[src/rtl/request_unit.sv]
// Memory request sequencer for the single-cycle core: registers data-memory
// requests, stalls the PC until the access completes, latches a sticky halt.
//
// state     | meaning
// ----------+-------------------------------------------------------------
// IDLE      | fetching; non-memory instructions retire on ihit
// DATA_WAIT | data request outstanding, PC frozen until dhit
// HALTED    | HALT retired; no requests until reset
module request_unit #(
  parameter int CNT_W = 32
) (
  input  logic             CLK,
  input  logic             nRST,
  input  logic             ihit,
  input  logic             dhit,
  input  logic             cu_dREN,
  input  logic             cu_dWEN,
  input  logic             cu_halt,
  output logic             imemREN,
  output logic             dmemREN,
  output logic             dmemWEN,
  output logic             pc_en,
  output logic             halt,
  output logic [CNT_W-1:0] instr_count,
  output logic [CNT_W-1:0] stall_count
);

  localparam logic [1:0] IDLE      = 2'd0;
  localparam logic [1:0] DATA_WAIT = 2'd1;
  localparam logic [1:0] HALTED    = 2'd2;

  localparam logic [CNT_W-1:0] CNT_MAX = '1;

  logic [1:0] state;
  logic       is_idle;
  logic       is_wait;
  logic       halt_take;
  logic       mem_take;
  logic       instr_inc;
  logic       stall_inc;

  assign is_idle   = (state == IDLE);
  assign is_wait   = (state == DATA_WAIT);
  assign halt_take = is_idle & ihit & cu_halt;
  assign mem_take  = is_idle & ihit & !cu_halt & (cu_dREN | cu_dWEN);

  assign imemREN = is_idle;

  always_comb begin
    pc_en = 1'b0;
    if (nRST) begin
      if (is_idle)
        pc_en = ihit & !cu_dREN & !cu_dWEN & !cu_halt;
      else if (is_wait)
        pc_en = dhit;
    end
  end

  // HALT retires without raising pc_en, so it is counted separately
  assign instr_inc = pc_en | halt_take;
  assign stall_inc = (is_idle & !ihit) | (is_wait & !dhit);

  always_ff @(posedge CLK) begin
    if (!nRST) begin
      state   <= IDLE;
      dmemREN <= 1'b0;
      dmemWEN <= 1'b0;
      halt    <= 1'b0;
    end else begin
      case (state)
        IDLE: begin
          if (halt_take) begin
            state <= HALTED;
            halt  <= 1'b1;
          end else if (mem_take) begin
            state   <= DATA_WAIT;
            dmemWEN <= cu_dWEN;
            dmemREN <= cu_dREN & !cu_dWEN;
          end
        end
        DATA_WAIT: begin
          if (dhit) begin
            state   <= IDLE;
            dmemREN <= 1'b0;
            dmemWEN <= 1'b0;
          end
        end
        HALTED: begin
          dmemREN <= 1'b0;
          dmemWEN <= 1'b0;
          halt    <= 1'b1;
        end
        default: begin
          state   <= IDLE;
          dmemREN <= 1'b0;
          dmemWEN <= 1'b0;
        end
      endcase
    end
  end

  always_ff @(posedge CLK) begin
    if (!nRST) begin
      instr_count <= '0;
      stall_count <= '0;
    end else begin
      if (instr_inc && instr_count != CNT_MAX)
        instr_count <= instr_count + 1'b1;
      if (stall_inc && stall_count != CNT_MAX)
        stall_count <= stall_count + 1'b1;
    end
  end

endmodule

[config.mk]
export PLATFORM = sky130hd
export DESIGN_NAME = request_unit
export DESIGN_NICKNAME = d
export VERILOG_FILES = /design/src/rtl/request_unit.sv
export SDC_FILE = /design/constraint.sdc
export NUM_CORES = 1
export LEC_CHECK = 0
export ABC_AREA = 0
export CAP_MARGIN = 5
export CORE_MARGIN = 3
export CORE_UTILIZATION = 35
export CTS_BUF_LIST = sky130_fd_sc_hd__clkbuf_4 sky130_fd_sc_hd__clkbuf_8
export DETAILED_ROUTE_END_ITERATION = 6
export SYNTH_ARGS = -nofsm -noshare
export SYNTH_HDL_FRONTEND = slang
export SYNTH_SLANG_ARGS = --single-unit
[constraint.sdc]
create_clock -name CLK -period 6.5 [get_ports CLK]
set_clock_uncertainty 0.2 [all_clocks]
set_input_delay 1.3 -clock CLK [delete_from_list [all_inputs] [get_ports CLK]]
set_output_delay 1.3 -clock CLK [all_outputs]
set_load 0.005 [all_outputs]
* Word-level counts from Yosys, hierarchy flattened
Index checks and enable logic that the tools add are counted.
** Storage, ports and cells
- Logic and storage cells :: 59
- Register bits after elaboration :: 69
- Input port bits :: 7
** Operators by class
- Mux-type cells :: 16
- Equality and inequality tests :: 9
- Bitwise operators :: 14
- Reduce and logical (&&, ||, !) cells :: 12
- Add/subtract/negate cells :: 2
** Operators by type and width (number)
- $add A32 B1 Y32 const B :: 2
- $ne A32 B32 Y1 const B :: 2
- $and A1 B1 Y1 :: 10
- $mux W1 :: 9
- $mux W2 :: 3
- $pmux W1 S2 :: 3
- $pmux W2 S3 :: 1
- $reduce_and A3 Y1 :: 2
- $logic_not A1 Y1 :: 5
- $ne A2 B1 Y1 const B :: 2
- $ne A2 B2 Y1 const B :: 2
- $ne A3 B1 Y1 const B :: 1
- $or A1 B1 Y1 :: 3
- $eq A2 B1 Y1 const B :: 1
- $eq A2 B2 Y1 const B :: 1
- $logic_and A1 B1 Y1 :: 2
- $logic_not A2 Y1 :: 1
- $reduce_and A2 Y1 :: 1
- $reduce_bool A2 Y1 :: 1
- $not A1 Y1 :: 1

* Logic depth before layout (Yosys ltp)
- Depth after elaboration :: 8
- Mapped depth :: 9
- Mapped depth without buffers :: 6

* Worst setup path before layout
No wires, ideal clock.
- Kind :: input to output
- Start point :: in nRST
- End point :: out pc_en
- Path buffers :: 1
- Stages :: 5
- Slack :: 2.937 ns
- Arrival :: 2.063 ns
- Cells stage by stage :: clkbuf_1 > inv_1 > nor4b_1 > nand2_1 > nand2_1
** Between the ends
- Cells in the longest elaborated chain, start to end :: 1
** Ends and longest elaborated chain
- from (decl) :: line 13 : input logic nRST,
- $mux W1 :: line 51 : if (nRST) begin
- to (decl) :: line 22 : output logic pc_en,
No other way between the ends.

* Worst setup path after layout
Same ends and word-level chain as after synthesis.

==> implementation parameters <==
Parameter                              Value

Floorplanning
  Width of the chip    109 µm
  Core box area    10000 µm²
  Standard-cell row count    36
  Io pins    76
  Initial standard-cell utilization of the core    0.369
  Die Outline Area    11,800 µm²
  DIE HEIGHT    109 µm

Detailed routing
  Number of detailed-route iterations in the first pass    4
  Vias per std cell    5.76
  WL/cell    15.5 µm
  Total detailed-routing wirelength    10,200 µm
  Detailed Route Iter0 Violations    170
  Remaining antenna violation count    0
  Number of remaining DRC errors    0
  Vias post-DR    3,806

Clocking
  Clock slew at the register clock pins of the worst setup and hold paths    70 ps
  Total CTS buffers    9
  Clk Tree Root Cell    sky130_fd_sc_hd__clkbuf_8
  Clock sinks    69
  Worst skew pair latency    350 ps
  Setup Buffers After CTS    0
  Number of hold buffers added after CTS    0
  Resized cells post-CTS    0
  Clock tree from TritonCTS    done
  H-tree depth    3
  CTS Buffer Depth    2

Power and ir drop
  Power Density    182 nW/µm²
  VDD IR-drop max    0.0000808 V
  Static power due to leakage    1.36 nW

Timing
  Final critical-path setup slack    1860 ps
  Slew at the pin closest to its max-slew limit    887 ps
  Peak Freq    216 MHz
  Max-slew violation total from the final report    0
  Setup repair after global routing missed its margin    no
  Count of endpoints failing setup in the final report    0
  Setup TNS after final layout    0 ps
  Final critical-path share of the clock period    0.713
  Final critical path time including I/O delays and setup    4640 ps
  Final hold violation count    0
  Max-slew headroom    0.408

GRT
  Met1 Resource Use GR    0.244
  Wire length of the first global-routing pass    17,100 µm
  GRT Residual Overflow    0
  Maximum number of pins on one net before global-route repair    51
  Met2 usage in global routing    0.273
  Met3 capacity usage during global routing    0.0355
  Combined global-route utilization of all metal layers    0.177
  Number of antenna violations at the first check in global routing    0
  Peak-usage layer in the global routing report    met2
  Number of global-route vias before repair    3,512

Finish
  Final std cells w/o fill    661
  Antenna diode instance count    0
  Fraction of layout cells with a size suffix above 1    0.0492
  Layout net count    532
  Area occupied by multi-input gates    2180 µm²
  Seq. cell area    1380 µm²
  Area growth from synthesis to layout    28.3%
  # fillers    1,019
  Most frequent cells in the layout    75 x sky130_fd_sc_hd__clkdlybuf4s50_1, 69 x sky130_fd_sc_hd__dfxtp_1, 51 x sky130_fd_sc_hd__nand2_1
  Most frequent standard cell in the layout excluding fill and tap cells    sky130_fd_sc_hd__clkdlybuf4s50_1
  Core occupancy in the finished layout    0.474

Worst setup path
  Critical Path Start Type    input port
  Worst path arrival time    3140 ps
  Worst-path fanout max    39
  Worst Path Required    5000 ps
  Worst Setup Path Type    input port to primary output
  Critical path capture point type    primary output
  Reg-to-reg setup timing slack    3540 ps

Synth
  Syn avg cell area    8.06 µm²
  Syn_nets    467
  Count of different cell masters after synthesis    50
  Cells after Synth    458
  Post-synthesis sequential area ratio    0.374
  Number of flops mapped to enable cells by yosys    0
  Total of flip-flops plus latches after synthesis    69
  Prevailing post-synth register cell    sky130_fd_sc_hd__dfxtp_1
  Yosys warnings    0
  Share of async-settable or async-resettable flops after synthesis    0
  Cell area after synthesis    3690 µm²

Status
  Result of the run    completed

Placement
  Placed insts    645
  Post-placement setup slack    1860 ps
  Buffers added on ports    75
  Final weighted congestion of routability-driven global placement    0.831
  Final HPWL DP    7080 µm

Run
  Max-cap check violation count    0

Min path
  Worst Hold Class    flip-flop to flip-flop
[worst max-delay path, stage by stage]
cell and delay [ps]:
sky130_fd_sc_hd__clkdlybuf4s50_1 450, sky130_fd_sc_hd__buf_4 360, sky130_fd_sc_hd__inv_1 120, sky130_fd_sc_hd__nor4b_1 260, sky130_fd_sc_hd__nand2_1 80, sky130_fd_sc_hd__nand2_1 60, sky130_fd_sc_hd__clkdlybuf4s50_1 500
[report_power, final]
part	internal (W)	switching (W)
clock network	0.000214	0.000169
registers	0.000427	0.00000561
logic	0.0000195	0.0000298
[registers in the layout (all words and copies together), names as in the netlist]
signal       flops
state            2
dmemWEN          1
stall_count     32
dmemREN          1
halt             1
instr_count     32
[through the flow]
| step | hold WS [ps] | power, W | area (µm²) |
|---|---|---|---|
| floorplan | 260 | 0.000469 | 3690 |
| global placement | 261 | 0.000491 | 4520 |
| detailed placement | 265 | 0.000492 | 4520 |
| CTS | 277 | 0.000875 | 4740 |
| global route | 293 | 0.000898 | 4740 |
| finish | 270 | 0.000864 | 4740 |
[area by class of cell]
| class | instances | share of cell area |
|---|---|---|
| clock inverters | 7 | 0.0190 |
| well taps | 133 | 0.0351 |
| multi-input cells | 358 | 0.460 |
| clock buffers | 9 | 0.0262 |
| flip-flops and latches | 69 | 0.292 |
| inverters | 8 | 0.00634 |
| repair buffers | 77 | 0.162 |
[final timing paths]
check,endpoint,startpoint,cells past startpoint
hold reg to reg,dmemREN,dmemREN,2
setup reg to reg,instr_count[19],instr_count[23],5
hold / removal,dmemREN,dmemREN,2
setup / recovery,pc_en,nRST,7
[cells by family after synthesis]
logic type	after synthesis	share of synthesized area
and+or+nand+nor	223	0.346
AOI/OAI and AO/OA	122	0.208
DFF	69	0.374
buffers and inverters	31	0.0356
muxes	9	0.0244
xor gates and xnor gates	2	0.00475
adders and majority gates	2	0.00678
[cell usage after synthesis, types with 2 or more instances]
cell type / instances / share of area
sky130_fd_sc_hd__o41ai_1: 4 / 0.0095
sky130_fd_sc_hd__or3_1: 26 / 0.044
sky130_fd_sc_hd__nand3_1: 24 / 0.033
sky130_fd_sc_hd__o21ai_0: 29 / 0.039
sky130_fd_sc_hd__nor3_1: 9 / 0.012
sky130_fd_sc_hd__dfxtp_1: 69 / 0.37
sky130_fd_sc_hd__o31a_1: 2 / 0.0047
sky130_fd_sc_hd__or4_1: 21 / 0.043
sky130_fd_sc_hd__xnor2_1: 2 / 0.0047
sky130_fd_sc_hd__clkbuf_1: 12 / 0.012
sky130_fd_sc_hd__nor4_1: 14 / 0.024
sky130_fd_sc_hd__o21a_1: 2 / 0.0041
sky130_fd_sc_hd__and2_1: 3 / 0.0051
sky130_fd_sc_hd__buf_2: 9 / 0.012
sky130_fd_sc_hd__mux2i_1: 9 / 0.024
sky130_fd_sc_hd__and4_1: 4 / 0.0095
sky130_fd_sc_hd__nand4b_1: 4 / 0.0095
sky130_fd_sc_hd__nand2_1: 51 / 0.052
sky130_fd_sc_hd__and3_1: 5 / 0.0085
sky130_fd_sc_hd__nand2b_1: 14 / 0.024
sky130_fd_sc_hd__inv_1: 8 / 0.0081
sky130_fd_sc_hd__nor2_1: 19 / 0.019
sky130_fd_sc_hd__o211ai_1: 6 / 0.012
sky130_fd_sc_hd__nand4_1: 18 / 0.031
sky130_fd_sc_hd__o311ai_0: 4 / 0.0095
sky130_fd_sc_hd__ha_1: 2 / 0.0068
sky130_fd_sc_hd__a21oi_1: 45 / 0.061
sky130_fd_sc_hd__o2111ai_1: 4 / 0.0095
sky130_fd_sc_hd__o31ai_1: 18 / 0.037
[metal layers]
layer,up-vias,share of wire
li1,1891,-
met5,-,0
met4,0,0.014
met1,1806,0.48
met2,92,0.46
met3,17,0.043
Note: power is estimated with default switching activity, not from simulation.
